File: src/rtl/hazard_ctrl.sv
// Hazard detection and stall/flush control for a 5-stage MIPS pipeline.
// Handles load-use and branch-operand bubbles, cache-miss freeze and stall/flush counters.
module hazard_ctrl #(
  parameter int CNT_W = 16
) (
  input  logic             clk,
  input  logic             rst,
  input  logic [4:0]       id_rs_addr,
  input  logic [4:0]       id_rt_addr,
  input  logic             id_uses_rs,
  input  logic             id_uses_rt,
  input  logic             id_branch,
  input  logic             branch_taken,
  input  logic             ex_memread,
  input  logic             ex_regwrite,
  input  logic [4:0]       ex_dst_addr,
  input  logic             mem_memread,
  input  logic [4:0]       mem_dst_addr,
  input  logic             icache_stall,
  input  logic             dcache_stall,
  output logic             pc_write,
  output logic             ifid_write,
  output logic             ifid_flush,
  output logic             idex_stall,
  output logic             pipe_en,
  output logic [CNT_W-1:0] stall_cnt,
  output logic [CNT_W-1:0] flush_cnt
);

  typedef enum logic [0:0] {
    RUN   = 1'b0,
    LDBR2 = 1'b1
  } state_t;

  localparam logic [CNT_W-1:0] CNT_MAX = {CNT_W{1'b1}};
  localparam logic [CNT_W-1:0] CNT_ONE = {{(CNT_W-1){1'b0}}, 1'b1};

  state_t state_r;
  state_t state_next_s;
  logic   lu_s, bex_s, bld_s, bmem_s, miss_s, haz_s;

  // A producer register matches when it is non-zero and read by the ID instruction.
  function automatic logic reg_match(input logic [4:0] a, input logic [4:0] rs,
                                     input logic [4:0] rt, input logic use_rs,
                                     input logic use_rt);
    reg_match = (a != 5'd0) && (((a == rs) && use_rs) || ((a == rt) && use_rt));
  endfunction

  // Hazard terms for the instruction currently in ID.
  always_comb begin
    lu_s   = ex_memread && reg_match(ex_dst_addr, id_rs_addr, id_rt_addr, id_uses_rs, id_uses_rt);
    bex_s  = id_branch && ex_regwrite && !ex_memread &&
             reg_match(ex_dst_addr, id_rs_addr, id_rt_addr, id_uses_rs, id_uses_rt);
    bld_s  = id_branch && ex_memread &&
             reg_match(ex_dst_addr, id_rs_addr, id_rt_addr, id_uses_rs, id_uses_rt);
    bmem_s = id_branch && mem_memread &&
             reg_match(mem_dst_addr, id_rs_addr, id_rt_addr, id_uses_rs, id_uses_rt);
    miss_s = icache_stall || dcache_stall;
    haz_s  = ((state_r == RUN) && (lu_s || bex_s || bld_s || bmem_s)) || (state_r == LDBR2);
  end

  // Next-state logic: a cache miss freezes the FSM in either state.
  always_comb begin
    state_next_s = state_r;
    case (state_r)
      RUN: begin
        if (!miss_s && bld_s) state_next_s = LDBR2;
        else                  state_next_s = RUN;
      end
      LDBR2: begin
        if (miss_s) state_next_s = LDBR2;
        else        state_next_s = RUN;
      end
      default: state_next_s = RUN;
    endcase
  end

  // Pipeline control outputs; priority is reset, miss, hazard, then flush.
  always_comb begin
    pc_write   = 1'b0;
    ifid_write = 1'b0;
    ifid_flush = 1'b0;
    idex_stall = 1'b0;
    pipe_en    = 1'b1;
    if (rst) begin
      pipe_en = 1'b1;
    end else if (miss_s) begin
      pipe_en = 1'b0;
    end else if (haz_s) begin
      idex_stall = 1'b1;
    end else begin
      pc_write   = 1'b1;
      ifid_write = 1'b1;
      ifid_flush = id_branch && branch_taken;
    end
  end

  // FSM state register.
  always_ff @(posedge clk) begin
    if (rst) state_r <= RUN;
    else     state_r <= state_next_s;
  end

  // Saturating performance counters.
  always_ff @(posedge clk) begin
    if (rst) begin
      stall_cnt <= {CNT_W{1'b0}};
      flush_cnt <= {CNT_W{1'b0}};
    end else begin
      if (idex_stall && (stall_cnt != CNT_MAX)) stall_cnt <= stall_cnt + CNT_ONE;
      else                                      stall_cnt <= stall_cnt;
      if (ifid_flush && (flush_cnt != CNT_MAX)) flush_cnt <= flush_cnt + CNT_ONE;
      else                                      flush_cnt <= flush_cnt;
    end
  end

endmodule

File: config.mk
export PLATFORM = sky130hd
export DESIGN_NAME = hazard_ctrl
export DESIGN_NICKNAME = d
export VERILOG_FILES = /design/src/rtl/hazard_ctrl.sv
export SDC_FILE = /design/constraint.sdc
export NUM_CORES = 1
export LEC_CHECK = 0
export ABC_AREA = 1
export CAP_MARGIN = 20
export CORE_UTILIZATION = 53
export DETAILED_ROUTE_END_ITERATION = 8
export PLACE_DENSITY_LB_ADDON = 0.12
export RECOVER_POWER = 100
export SYNTH_ARGS = -nofsm -noshare
export SYNTH_HDL_FRONTEND = slang
export SYNTH_SLANG_ARGS = --single-unit
File: constraint.sdc
create_clock -name clk -period 4.2 [get_ports clk]
set_input_delay 0.84 -clock clk [delete_from_list [all_inputs] [get_ports clk]]
set_output_delay 0.84 -clock clk [all_outputs]
set_load 0.01 [all_outputs]
# ---- Yosys cells after proc, flatten, opt, wreduce, memory -nomap -nowiden
# Index checks and enable logic that the tools add are counted.
dict set report totals {
  in_bits 31
  reg_bits 33
  wordCells 56
  output_inout_bits 37
}
dict set report classes {
  n_reduce_logical 30
  bitwise 1
  n_mux 14
  n_addsub 2
  n_eq_ne 6
}
# op count
set ops {}
lappend ops {{adder 16 x 1 -> 16 bit (second input constant)} 2}
lappend ops {{inequality test 16 bit (second input constant)} 2}
lappend ops {{== test 5 bit} 4}
lappend ops {{logical AND 1 bit} 19}
lappend ops {{two-way mux 1 bit} 13}
lappend ops {{nonzero test 5 bit} 2}
lappend ops {{logical OR 1 bit} 7}
lappend ops {{zero test 1 bit} 2}
lappend ops {{one-hot mux 1 bit (2 select lines)} 1}
lappend ops {{inverter 1 bit} 1}

# ---- Depth between registers and ports, before layout
# Gate-level depths: netlist of run 1.
dict set report logic_depth {
  depth_word 14
  mapped_depth 13
  mapped_depth_nobuf 13
}

# ---- Worst setup path before layout of run 1
# No wires, ideal clock.
dict set report synth_timing {
  path_type {input -> output}
  from {in id_rt_addr[1]}
  to {out pc_write}
  required_ns 3.360
  n_path_buf 2
  stages 11
  path_slack_ns 1.269
  arrival_time_ns 2.091
  cell_sequence {inv_1 > nand2_1 > nand2_1 > nor2_1 > nand3_1 > nand2_1 > a21oi_1 > nand2_2 > buf_2 > nor2_1 > buf_4}
}
dict set report synth_between {
  elab_chain_cells 13
  elab_cells_between_ends 20
  classes_between {2 x eq/ne; 3 x mux; 15 x reduce/logical}
}
# item line
set synth_rtl {}
lappend synth_rtl {{start: declaration} 9} ;# input logic [4:0] id_rt_addr,
lappend synth_rtl {{== test 5 bit} 46} ;# reg_match = (a != 5'd0) && (((a == rs) && use_rs) || ((a == rt) && use_rt));
lappend synth_rtl {{logical AND 1 bit} 46}
lappend synth_rtl {{logical OR 1 bit} 46}
lappend synth_rtl {{logical AND 1 bit} 46}
lappend synth_rtl {{logical AND 1 bit (on tied branches)} {51, 52}}
lappend synth_rtl {{logical OR 1 bit (2 in series)} 59} ;# haz_s = ((state_r == RUN) && (lu_s || bex_s || bld_s || bmem_s)) || (state_r == LDBR2);
lappend synth_rtl {{logical OR 1 bit *} 59}
lappend synth_rtl {{logical AND 1 bit *} 59}
lappend synth_rtl {{logical OR 1 bit *} 59}
lappend synth_rtl {{two-way mux 1 bit * (3 in series)} -}
lappend synth_rtl {{end: declaration} 21} ;# output logic pc_write,
# Mark *: on every way between the ends. The rest lies on a longest branch, timed or not.

# ---- Worst setup path after layout of run 1
dict set report layout_timing {
  from {in id_rt_addr[2]}
  to {out ifid_write}
}
dict set report layout_between {
  elab_chain_cells 13
  elab_cells_between_ends 20
  classes_between {2 x eq/ne; 3 x mux; 15 x reduce/logical}
}
# item line
set layout_rtl {}
lappend layout_rtl {{== test 5 bit} 46}
lappend layout_rtl {{logical AND 1 bit} 46}
lappend layout_rtl {{logical OR 1 bit} 46}
lappend layout_rtl {{logical AND 1 bit} 46}
lappend layout_rtl {{logical AND 1 bit (on tied branches)} {51, 52}}
lappend layout_rtl {{logical OR 1 bit (2 in series)} 59}
lappend layout_rtl {{logical OR 1 bit *} 59}
lappend layout_rtl {{logical AND 1 bit *} 59}
lappend layout_rtl {{logical OR 1 bit *} 59}
lappend layout_rtl {{two-way mux 1 bit *} 89} ;# end else if (haz_s) begin
lappend layout_rtl {{two-way mux 1 bit *} 87} ;# end else if (miss_s) begin
lappend layout_rtl {{two-way mux 1 bit *} 85} ;# if (rst) begin
lappend layout_rtl {{end: declaration} 22} ;# output logic ifid_write,
# Marked as above.

==> results of run 1 <==
kinds of logic after synthesis:
logic type	count (synthesis)	synth area share, %
DFF	33	26.4
AOI/OAI and AO/OA	31	7.55
buffers and inverters	61	10.0
xor gates and xnor gates	26	9.10
adders and majority gates	2	0.999
and+or+nand+nor	245	45.9
final timing paths:
check | from | endpoint | slack (ps) | cells after the start
setup reg to reg | stall_cnt[0]$_SDFFE_PP0P_ | stall_cnt[2]$_SDFFE_PP0P_ | 1770 | 9
hold reg to reg | stall_cnt[3]$_SDFFE_PP0P_ | stall_cnt[3]$_SDFFE_PP0P_ | 500 | 2
hold / removal | stall_cnt[3]$_SDFFE_PP0P_ | stall_cnt[3]$_SDFFE_PP0P_ | 500 | 2
setup / recovery | id_rt_addr[2] | ifid_write | 380 | 11
registers in the layout, indices dropped and copies added, names as in the netlist:
name       cells
stall_cnt     16
state_r        1
flush_cnt     16
layer usage:
metal | vias to the layer above | wire [µm]
met1 | 1247 | 3120
met3 | 15 | 494
met2 | 104 | 2800
met5 | - | 0
li1 | 1425 | -
met4 | 0 | 116
cells in the mapped netlist, drive strengths merged:
cell type,n
nor2,46
clkbuf,6
o32ai,1
inv,49
nand3,22
nor3,15
xor2,19
ha,2
xnor2,7
dfxtp,33
o21ai,2
nand4,32
a21oi,28
buf,6
nand3b,2
nand2,124
nor4,2
nor3b,2
layout make-up:
type,count,area share [%]
clock buffer,7,2.63
inverter,49,5.61
timing repair buffer,72,21.4
sequential,33,20.1
tap,52,1.98
multi-input combinational,304,47.3
clock inverter,1,0.916
where the power goes:
part | internal (mW) | switching [mW] | leakage [nW]
Sequential | 0.313 | 0.000648 | 0.266
Clock | 0.194 | 0.123 | 0.0585
Combinational | 0.0436 | 0.0513 | 1.16
per-stage QoR:
step                      instance area [µm²]  setup slack, ps  hold WS [ps]  std cells
after floorplan                          2500             1270           483        398
after global placement                   3210              569           482        510
after detailed placement                 3210              509           489        510
after CTS                                3330              488           504        518
after global routing                     3280              208           517        518
final                                    3280              385           495        518
critical path: stages:
cell,delay (ps)
dlygate4sd3_1,590
inv_1,90
nand2_1,50
nand2_1,50
nor2_1,40
nand3_1,70
nand2_1,70
a21oi_1,200
nand2_1,130
nor2_1,200
dlygate4sd3_1,650
==> run summary, run 1 <==
### Detailed routing
- overall routed net length: 6.53 mm
- DRC violation count after routing: 14
- average detailed-routed wire length per instance: 12.6 µm
- Vias per Instance: 5.39
- DR pass1 iterations: 6
- count of vias placed by the detailed router: 2791
- number of design-rule violations left by the first detailed-router iteration: 204
- Antenna Nets Post-Route: 0

### Global routing
- pin count of the biggest net entering global routing: 28
- number of global-route vias before repair: 2528
- global-route congestion overflow total: 0
- met1 global-route usage: 36.8%
- met2 Use GR: 42.4%
- total routing resource utilization after global routing: 27.1%
- met3 track demand over resource in global routing: 5.41%
- number of antenna violations at the first check in global routing: 0
- routing layer with the top usage in global route: met2
- first-pass GRT wire length: 11.1 mm

### Floorplan
- num ports: 68
- Die Wd: 70.7 µm
- initial standard-cell utilization of the core: 56.3%
- area enclosed by the die boundary: 5000 µm²
- Core Area: 4440 µm²
- Row Count: 24
- vertical die dimension: 70.7 µm

### Timing
- Worst Max-Slew Pin Slew: 731 ps
- worst-case headroom to the max-slew limit: 51.1%
- highest clock rate: 262 MHz
- number of pins exceeding their max-slew limit in the final report: 0
- Fin Setup TNS: 0 ps
- Max Clock Skew: 4.21 ps
- post-route fraction of the period consumed by the critical path: 90.8%
- shortest clock period the worst path allows after layout: 3820 ps
- hold violation count in the final report: 0
- unrepaired setup endpoints after global routing: false
- endpoints failing setup: 0

### Placed design
- Detailed Place HPWL: 4.83 mm
- Port Buffer Count: 67
- gpl congestion: 0.911

### Power and ir drop
- Tot Pwr: 726 µW
- total power divided by cell area: 221 nW/µm²
- largest voltage drop on the vdd net: 0.239 mV
- Pleak: 1.48 nW

### Finish
- total of fill cells in the finished design: 396
- antenna cell count: 0
- commonest non-fill, non-tap cell in the layout: nand2_1
- post-layout util: 73.8%
- register area: 661 µm²
- Final nets: 498
- total area of multi-input combinational cells: 1550 µm²
- most frequent cells in the layout: 120 x nand2_1, 44 x inv_1, 43 x nor2_1, 38 x dlygate4sd3_1, 33 x dfxtp_1
- layout overhead on the synthesized area: 31.0%
- layout cell share with drive strength beyond 1: 6.65%

### Clock network
- Clock transition at path regs: 70 ps
- total clock sinks: 33
- post-CTS setup buffer count: 0
- Gates resized, CTS repair: 0
- deepest clock path buffer count: 2
- H-tree levels: 2
- Inserted Clock Buffers: 5
- clk root buf: clkbuf_8
- clock tree from TritonCTS: done
- total of hold buffers inserted after clock tree synthesis: 0
- Worst-Skew Late Latency: 290 ps

### Logic synthesis
- synth warn: 0
- dominant cell type by area after synthesis: dfxtp_1
- netlist area before placement: 2500 µm²
- share of synthesized area occupied by flip-flops and latches: 26.4%
- top cell type's share of synthesized area: 26.4%
- largest cells by area after synthesis: dfxtp_1 26%, nand2_1 18%, nand4_1 7.7%
- number of distinct standard cells referenced by the synthesized netlist: 31
- flops & latches, synth: 33
- mean area per synthesized cell: 6.29 µm²
- post-synth net total: 431
- synthesized instance count: 398

### Worst setup path
- data arrival time of the worst path: 2980 ps
- Worst EP required: 3360 ps
- Max Fanout on Critical Path: 3
- kind of start point of the critical path: input pin
- critical path type: input pin to output pin
- kind of end point of the critical path: output pin

### Worst hold path
- Worst Hold Class: flip-flop to flip-flop

### Status
- violated checks: design-rule violations
- run status: complete, but fails checks

### Run
- number of violations of the max-capacitance limit: 0

No activity file was read; power rests on OpenSTA's default activity.
==> run 2: changes to the inputs <==
--- a/config.mk
+++ b/config.mk
@@ -7,7 +7,8 @@
 export LEC_CHECK = 0
 export ABC_AREA = 1
 export CAP_MARGIN = 20
-export CORE_UTILIZATION = 53
+export CORE_MARGIN = 3
+export CORE_UTILIZATION = 45
 export DETAILED_ROUTE_END_ITERATION = 8
 export PLACE_DENSITY_LB_ADDON = 0.12
 export RECOVER_POWER = 100
==> run 2 against run 1 <==
The flow now finishes without violations. Design area up 0.76%. Combinational power is 0.7% lower. Non-clock buffer count is the same. Clock skew is 1.0 ps higher. Worst hold slack lost 2.6 ps. Fmax is 0.47% lower. Sequential cell count stayed put. Critical path depth stayed put.
==> run summary, run 2 (synthesis gave the netlist of run 1 again) <==
### Status
- run status: finished, final reports clean, was complete, but fails checks

### Global routing
- pin count of the biggest net entering global routing: 29, was 28
- total routing resource utilization after global routing: 22.3%, was 27.1%
- global-route congestion overflow total: 0, unchanged
- number of global-route vias before repair: 2590, was 2528
- number of antenna violations at the first check in global routing: 0, unchanged
- first-pass GRT wire length: 11.5 mm, was 11.1 mm

### Worst setup path
- kind of end point of the critical path: output pin, unchanged
- kind of start point of the critical path: input pin, unchanged
- worst r2r path cells: 9, unchanged
- Max Fanout on Critical Path: 3, unchanged
- Critical Path, Cell by Cell: dlygate4sd3_1, inv_1, nand2_1, nand2_1, nor2_1, nand3_1, nand2_1, a21oi_1, nand2_2, nor2_1, dlygate4sd3_1, was dlygate4sd3_1, inv_1, nand2_1, nand2_1, nor2_1, nand3_1, nand2_1, a21oi_1, nand2_1, nor2_1, dlygate4sd3_1
- worst setup path startpoint: mem_dst_addr[4], was id_rt_addr[2]
- Max stage delay cell, worst path: dlygate4sd3_1, unchanged
- worst flop-to-flop path endpoint: stall_cnt[4]$_SDFFE_PP0P_, was stall_cnt[2]$_SDFFE_PP0P_
- cell class contributing the biggest share of worst-path delay: buffers and inverters, unchanged
- Most common cell on crit path: nand2_1, unchanged
- Worst EP required: 3360 ps, about the same
- R2R Setup Slk: 1740 ps, was 1770 ps
- data arrival time of the worst path: 2990 ps, was 2980 ps
- Crit Reg-Reg Startpoint: stall_cnt[0]$_SDFFE_PP0P_, unchanged
- Crit path largest cell delay: 630 ps, was 650 ps
- critical path type: input pin to output pin, unchanged
- worst path buffer plus inverter count: 3, unchanged

### Worst hold path
- Worst Hold Path EP: stall_cnt[3]$_SDFFE_PP0P_, unchanged
- Worst Hold Class: flip-flop to flip-flop, unchanged
- instance count along the most critical hold path: 2, unchanged
- hold path startpoint: stall_cnt[3]$_SDFFE_PP0P_, unchanged

### Clock network
- clock tree from TritonCTS: done, unchanged
- Gates resized, CTS repair: 0, unchanged
- Inserted Clock Buffers: 5, unchanged
- H-tree levels: 2, unchanged
- Clock transition at path regs: 70 ps, about the same
- total clock sinks: 33, unchanged
- deepest clock path buffer count: 2, unchanged
- post-CTS setup buffer count: 0, unchanged
- Worst-Skew Late Latency: 290 ps, about the same
- total of hold buffers inserted after clock tree synthesis: 0, unchanged
- clk root buf: clkbuf_8, unchanged

### Finish
- most frequent cells in the layout: 119 x nand2_1, 44 x inv_1, 43 x nor2_1, 38 x dlygate4sd3_1, 33 x dfxtp_1, was 120 x nand2_1, 44 x inv_1, 43 x nor2_1, 38 x dlygate4sd3_1, 33 x dfxtp_1
- Final nets: 498, unchanged
- layout overhead on the synthesized area: 32.0%, was 31.0%
- commonest non-fill, non-tap cell in the layout: nand2_1, unchanged
- layout cell share with drive strength beyond 1: 6.87%, was 6.65%
- post-layout util: 63.1%, was 73.8%
- antenna cell count: 0, unchanged
- Top Registers: flush_cnt: 16 flops, stall_cnt: 16 flops, state_r: 1 flops, unchanged

### Placed design
- Port Buffer Count: 67, unchanged
- Detailed Place HPWL: 5.06 mm, was 4.83 mm
- gpl congestion: 0.863, was 0.911

### Detailed routing
- DR pass1 iterations: 4, was 6
- Vias per Instance: 5.07, was 5.39
- DRC violation count after routing: 0, was 14
- overall routed net length: 6.87 mm, was 6.53 mm
- number of design-rule violations left by the first detailed-router iteration: 105, was 204
- Antenna Nets Post-Route: 0, unchanged
- average detailed-routed wire length per instance: 12.8 µm, was 12.6 µm
- count of vias placed by the detailed router: 2717, was 2791

### Floorplan
- initial standard-cell utilization of the core: 47.8%, was 56.3%
- Die Wd: 80.6 µm, was 70.7 µm
- Row Count: 26, was 24
- area enclosed by the die boundary: 6490 µm², was 5000 µm²
- Core Area: 5240 µm², was 4440 µm²
- vertical die dimension: 80.6 µm, was 70.7 µm
- num ports: 68, unchanged

### Timing
- post-route fraction of the period consumed by the critical path: 91.3%, was 90.8%
- Worst Max-Slew Pin Slew: 744 ps, was 731 ps
- shortest clock period the worst path allows after layout: 3830 ps, was 3820 ps
- Max Clock Skew: 5.22 ps, was 4.21 ps
- endpoints failing setup: 0, unchanged
- unrepaired setup endpoints after global routing: false, unchanged
- highest clock rate: 261 MHz, was 262 MHz
- number of pins exceeding their max-slew limit in the final report: 0, unchanged
- hold violation count in the final report: 0, unchanged
- worst-case headroom to the max-slew limit: 50.3%, was 51.1%
- Fin Setup TNS: 0 ps, unchanged

### Run
- number of violations of the max-capacitance limit: 0, unchanged

### Power and ir drop
- largest voltage drop on the vdd net: 0.174 mV, was 0.239 mV
- total power divided by cell area: 220 nW/µm², was 221 nW/µm²
- Pleak: 1.48 nW, about the same

[run 2: report_power, final]
group	internal, mW	switching, mW	leakage (nW)
logic	0.0436	0.0506	1.16
registers	0.313	0.000658	0.266
clock network	0.193	0.125	0.0585
[run 2: metal layers]
| layer | GRT usage, % | share of wire (%) | wire [µm] |
|---|---|---|---|
| met2 | 35.9 | 44 | 3000 |
| met3 | 4.71 | 7.2 | 494 |
| met1 | 29.0 | 48 | 3280 |
| met4 | 8.11 | 1.4 | 95 |
| met5 | 0 | 0 | 0 |
[run 2: layout make-up]
class | instances | area [µm²]
clock buffers | 7 | 86.3
clock inverters | 1 | 30.0
fillers | 512 | 1930
inverters | 49 | 184
multi-input cells | 304 | 1560
flip-flops and latches | 33 | 661
well taps | 70 | 87.6
repair buffers | 72 | 701
[run 2: per-stage QoR]
| step | total power [mW] | cells | cell area, µm² | worst slack, ps | hold slack [ps] |
|---|---|---|---|---|---|
| detailed placement | 0.418 | 528 | 3230 | 512 | 489 |
| floorplan | 0.367 | 398 | 2500 | 1270 | 483 |
| global route | 0.756 | 536 | 3300 | 176 | 527 |
| finish | 0.726 | 536 | 3300 | 367 | 493 |
| CTS | 0.736 | 536 | 3350 | 494 | 502 |
| global placement | 0.418 | 528 | 3230 | 530 | 481 |
[run 2: how the worst max path moves through the flow]
stage	endpoint	slack (ps)	depth (start not counted)
final	ifid_write	370	11
after floorplan	pc_write	1270	11
after global placement	ifid_flush	530	11
after CTS	ifid_write	490	11
after global routing	pc_write	180	11
after detailed placement	ifid_write	510	10
[run 2: worst min-delay path: cells and delay by family (launching register included)]
kind            cells  cell delay (ps)
simple gates        1               70
compound gates      1               50
flops               1              330
==> run 3: changes to the inputs <==
--- a/config.mk
+++ b/config.mk
@@ -9,6 +9,7 @@
 export CAP_MARGIN = 20
 export CORE_MARGIN = 3
 export CORE_UTILIZATION = 45
+export CTS_CLUSTER_SIZE = 40
 export DETAILED_ROUTE_END_ITERATION = 8
 export PLACE_DENSITY_LB_ADDON = 0.12
 export RECOVER_POWER = 100
==> constraint.sdc (replaced) <==
create_clock -name clk -period 3.7 [get_ports clk]
set_input_delay 0.74 -clock clk [delete_from_list [all_inputs] [get_ports clk]]
set_output_delay 0.74 -clock clk [all_outputs]
set_load 0.01 [all_outputs]
==> run 3 against run 2 <==
Sequential cell count unchanged. Die area did not move. Cell count unchanged. Via count increased by 2.0%. Routed wire length fell by 0.10%. Critical path depth rose by 1. First-iteration DRC count is 9.5% lower.
==> run summary, run 3 (synthesis gave the netlist of run 1 again) <==
### Detailed routing
- count of vias placed by the detailed router: 2771, was 2717
- Vias per Instance: 5.17, was 5.07
- number of design-rule violations left by the first detailed-router iteration: 95, was 105
- DRC violation count after routing: 0, unchanged
- Antenna Nets Post-Route: 0, unchanged
- DR pass1 iterations: 4, unchanged
- average detailed-routed wire length per instance: 12.8 µm, about the same
- overall routed net length: 6.86 mm, was 6.87 mm

### Finish
- layout cell share with drive strength beyond 1: 7.08%, was 6.87%
- Top Registers: flush_cnt: 16 flops, stall_cnt: 16 flops, state_r: 1 flops, unchanged
- most frequent cells in the layout: 120 x nand2_1, 44 x inv_1, 42 x nor2_1, 34 x dlygate4sd3_1, was 119 x nand2_1, 44 x inv_1, 43 x nor2_1, 38 x dlygate4sd3_1, 33 x dfxtp_1
- total of fill cells in the finished design: 535, was 512
- antenna cell count: 0, unchanged
- commonest non-fill, non-tap cell in the layout: nand2_1, unchanged
- Final nets: 498, unchanged
- Layout Cells excl Fill: 536, unchanged
- layout overhead on the synthesized area: 31.1%, was 32.0%

### Timing
- Worst Max-Slew Pin Slew: 774 ps, was 744 ps
- unrepaired setup endpoints after global routing: false, unchanged
- worst-case headroom to the max-slew limit: 48.4%, was 50.3%
- post-route fraction of the period consumed by the critical path: 93.7%
- shortest clock period the worst path allows after layout: 3470 ps
- hold violation count in the final report: 0, unchanged
- Max Clock Skew: 4.76 ps, was 5.22 ps
- number of pins exceeding their max-slew limit in the final report: 0, unchanged
- Fin Setup TNS: 0 ps, unchanged
- highest clock rate: 288 MHz
- endpoints failing setup: 0, unchanged

### Worst setup path
- Crit path largest cell delay: 620 ps, was 630 ps
- R2R Setup Slk: 1330 ps, was 1740 ps
- Max stage delay cell, worst path: dlygate4sd3_1, unchanged
- Most common cell on crit path: nand2_1, unchanged
- Worst EP required: 2960 ps, was 3360 ps
- critical path type: input pin to output pin, unchanged
- worst path buffer plus inverter count: 3, unchanged
- Max Fanout on Critical Path: 4, was 3
- Critical Path, Cell by Cell: dlygate4sd3_1, inv_2, nand2_1, nand2_1, nor2_1, nand3_1, nand2_1, nand2_1, nor2_1, nor2_2, nor2_1, clkdlybuf4s50_1, was dlygate4sd3_1, inv_1, nand2_1, nand2_1, nor2_1, nand3_1, nand2_1, a21oi_1, nand2_2, nor2_1, dlygate4sd3_1
- kind of start point of the critical path: input pin, unchanged
- kind of end point of the critical path: output pin, unchanged
- data arrival time of the worst path: 2730 ps, was 2990 ps
- cell class contributing the biggest share of worst-path delay: buffers and inverters, unchanged

### Floorplan
- Row Count: 26, unchanged
- vertical die dimension: 80.6 µm, unchanged
- initial standard-cell utilization of the core: 47.8%, unchanged
- Core Area: 5240 µm², unchanged
- Die Wd: 80.6 µm, unchanged
- num ports: 68, unchanged
- area enclosed by the die boundary: 6490 µm², unchanged

### Global routing
- number of global-route vias before repair: 2560, was 2590
- total routing resource utilization after global routing: 22.5%, was 22.3%
- first-pass GRT wire length: 11.6 mm, was 11.5 mm
- pin count of the biggest net entering global routing: 28, was 29
- number of antenna violations at the first check in global routing: 0, unchanged
- global-route congestion overflow total: 0, unchanged

### Clock network
- Inserted Clock Buffers: 5, unchanged
- Clock transition at path regs: 60 ps, was 70 ps
- deepest clock path buffer count: 2, unchanged
- Worst-Skew Late Latency: 290 ps, about the same
- total clock sinks: 33, unchanged
- H-tree levels: 2, unchanged
- clock tree from TritonCTS: done, unchanged
- total of hold buffers inserted after clock tree synthesis: 0, unchanged
- Gates resized, CTS repair: 0, unchanged
- post-CTS setup buffer count: 0, unchanged
- clk root buf: clkbuf_8, unchanged

### Placed design
- Port Buffer Count: 67, unchanged
- gpl congestion: 0.880, was 0.863
- Detailed Place HPWL: 5.16 mm, was 5.06 mm
- Placed Cells incl. Taps: 528, unchanged

### Power and ir drop
- Pleak: 1.46 nW, was 1.48 nW
- total power divided by cell area: 222 nW/µm², was 220 nW/µm²
- largest voltage drop on the vdd net: 0.166 mV, was 0.174 mV

### Worst hold path
- Worst Hold Class: flip-flop to flip-flop, unchanged

### Status
- run status: finished, final reports clean, unchanged

### Run
- number of violations of the max-capacitance limit: 0, unchanged

[run 3: through the flow]
stage	power, mW	cell area, µm²	util, %	setup WS (ps)	hold slack (ps)
detailed placement	0.475	3230	61.7	224	485
CTS	0.743	3310	63.3	210	499
global route	0.767	3280	62.7	53.0	522
finish	0.729	3280	62.7	232	494
global placement	0.474	3230	61.7	233	480
floorplan	0.417	2500	-	969	483
[run 3: worst paths after layout]
check,start,endpoint,cells past startpoint
max reg2reg,flush_cnt[0]$_SDFFE_PP0P_,flush_cnt[1]$_SDFFE_PP0P_,9
min,stall_cnt[3]$_SDFFE_PP0P_,stall_cnt[3]$_SDFFE_PP0P_,2
max,ex_dst_addr[1],idex_stall,12
min reg2reg,stall_cnt[3]$_SDFFE_PP0P_,stall_cnt[3]$_SDFFE_PP0P_,2
[run 3: layout make-up]
class	count	area (µm²)	area share, %
Clock buffer	6	72.6	2.21
Multi-Input combinational cell	304	1570	47.9
Inverter	49	184	5.60
Timing Repair Buffer	72	697	21.2
Clock inverter	2	10.0	0.305
Tap cell	70	87.6	2.67
Sequential cell	33	661	20.1
[run 3: tightest hold or removal path: cells and delay by family, from the launching register on]
kind | cells | cell delay, ps
AO/OA/AOI/OAI | 1 | 50
flip-flops | 1 | 330
AND/OR/NAND/NOR | 1 | 70
[run 3: power breakdown]
group	total, mW	internal, mW	switching (mW)
combinational	0.109	0.0499	0.0590
sequential	0.357	0.356	0.000748
clock	0.264	0.130	0.133
[run 3: per-layer routing]
metal | part of all wire (%) | global-route usage [%] | up-vias
met3 | 6.2 | 4.60 | 7
met5 | 0 | 0 | -
met4 | 0.90 | 5.07 | 0
li1 | - | - | 1421
met2 | 44 | 35.9 | 75
met1 | 49 | 31.1 | 1268
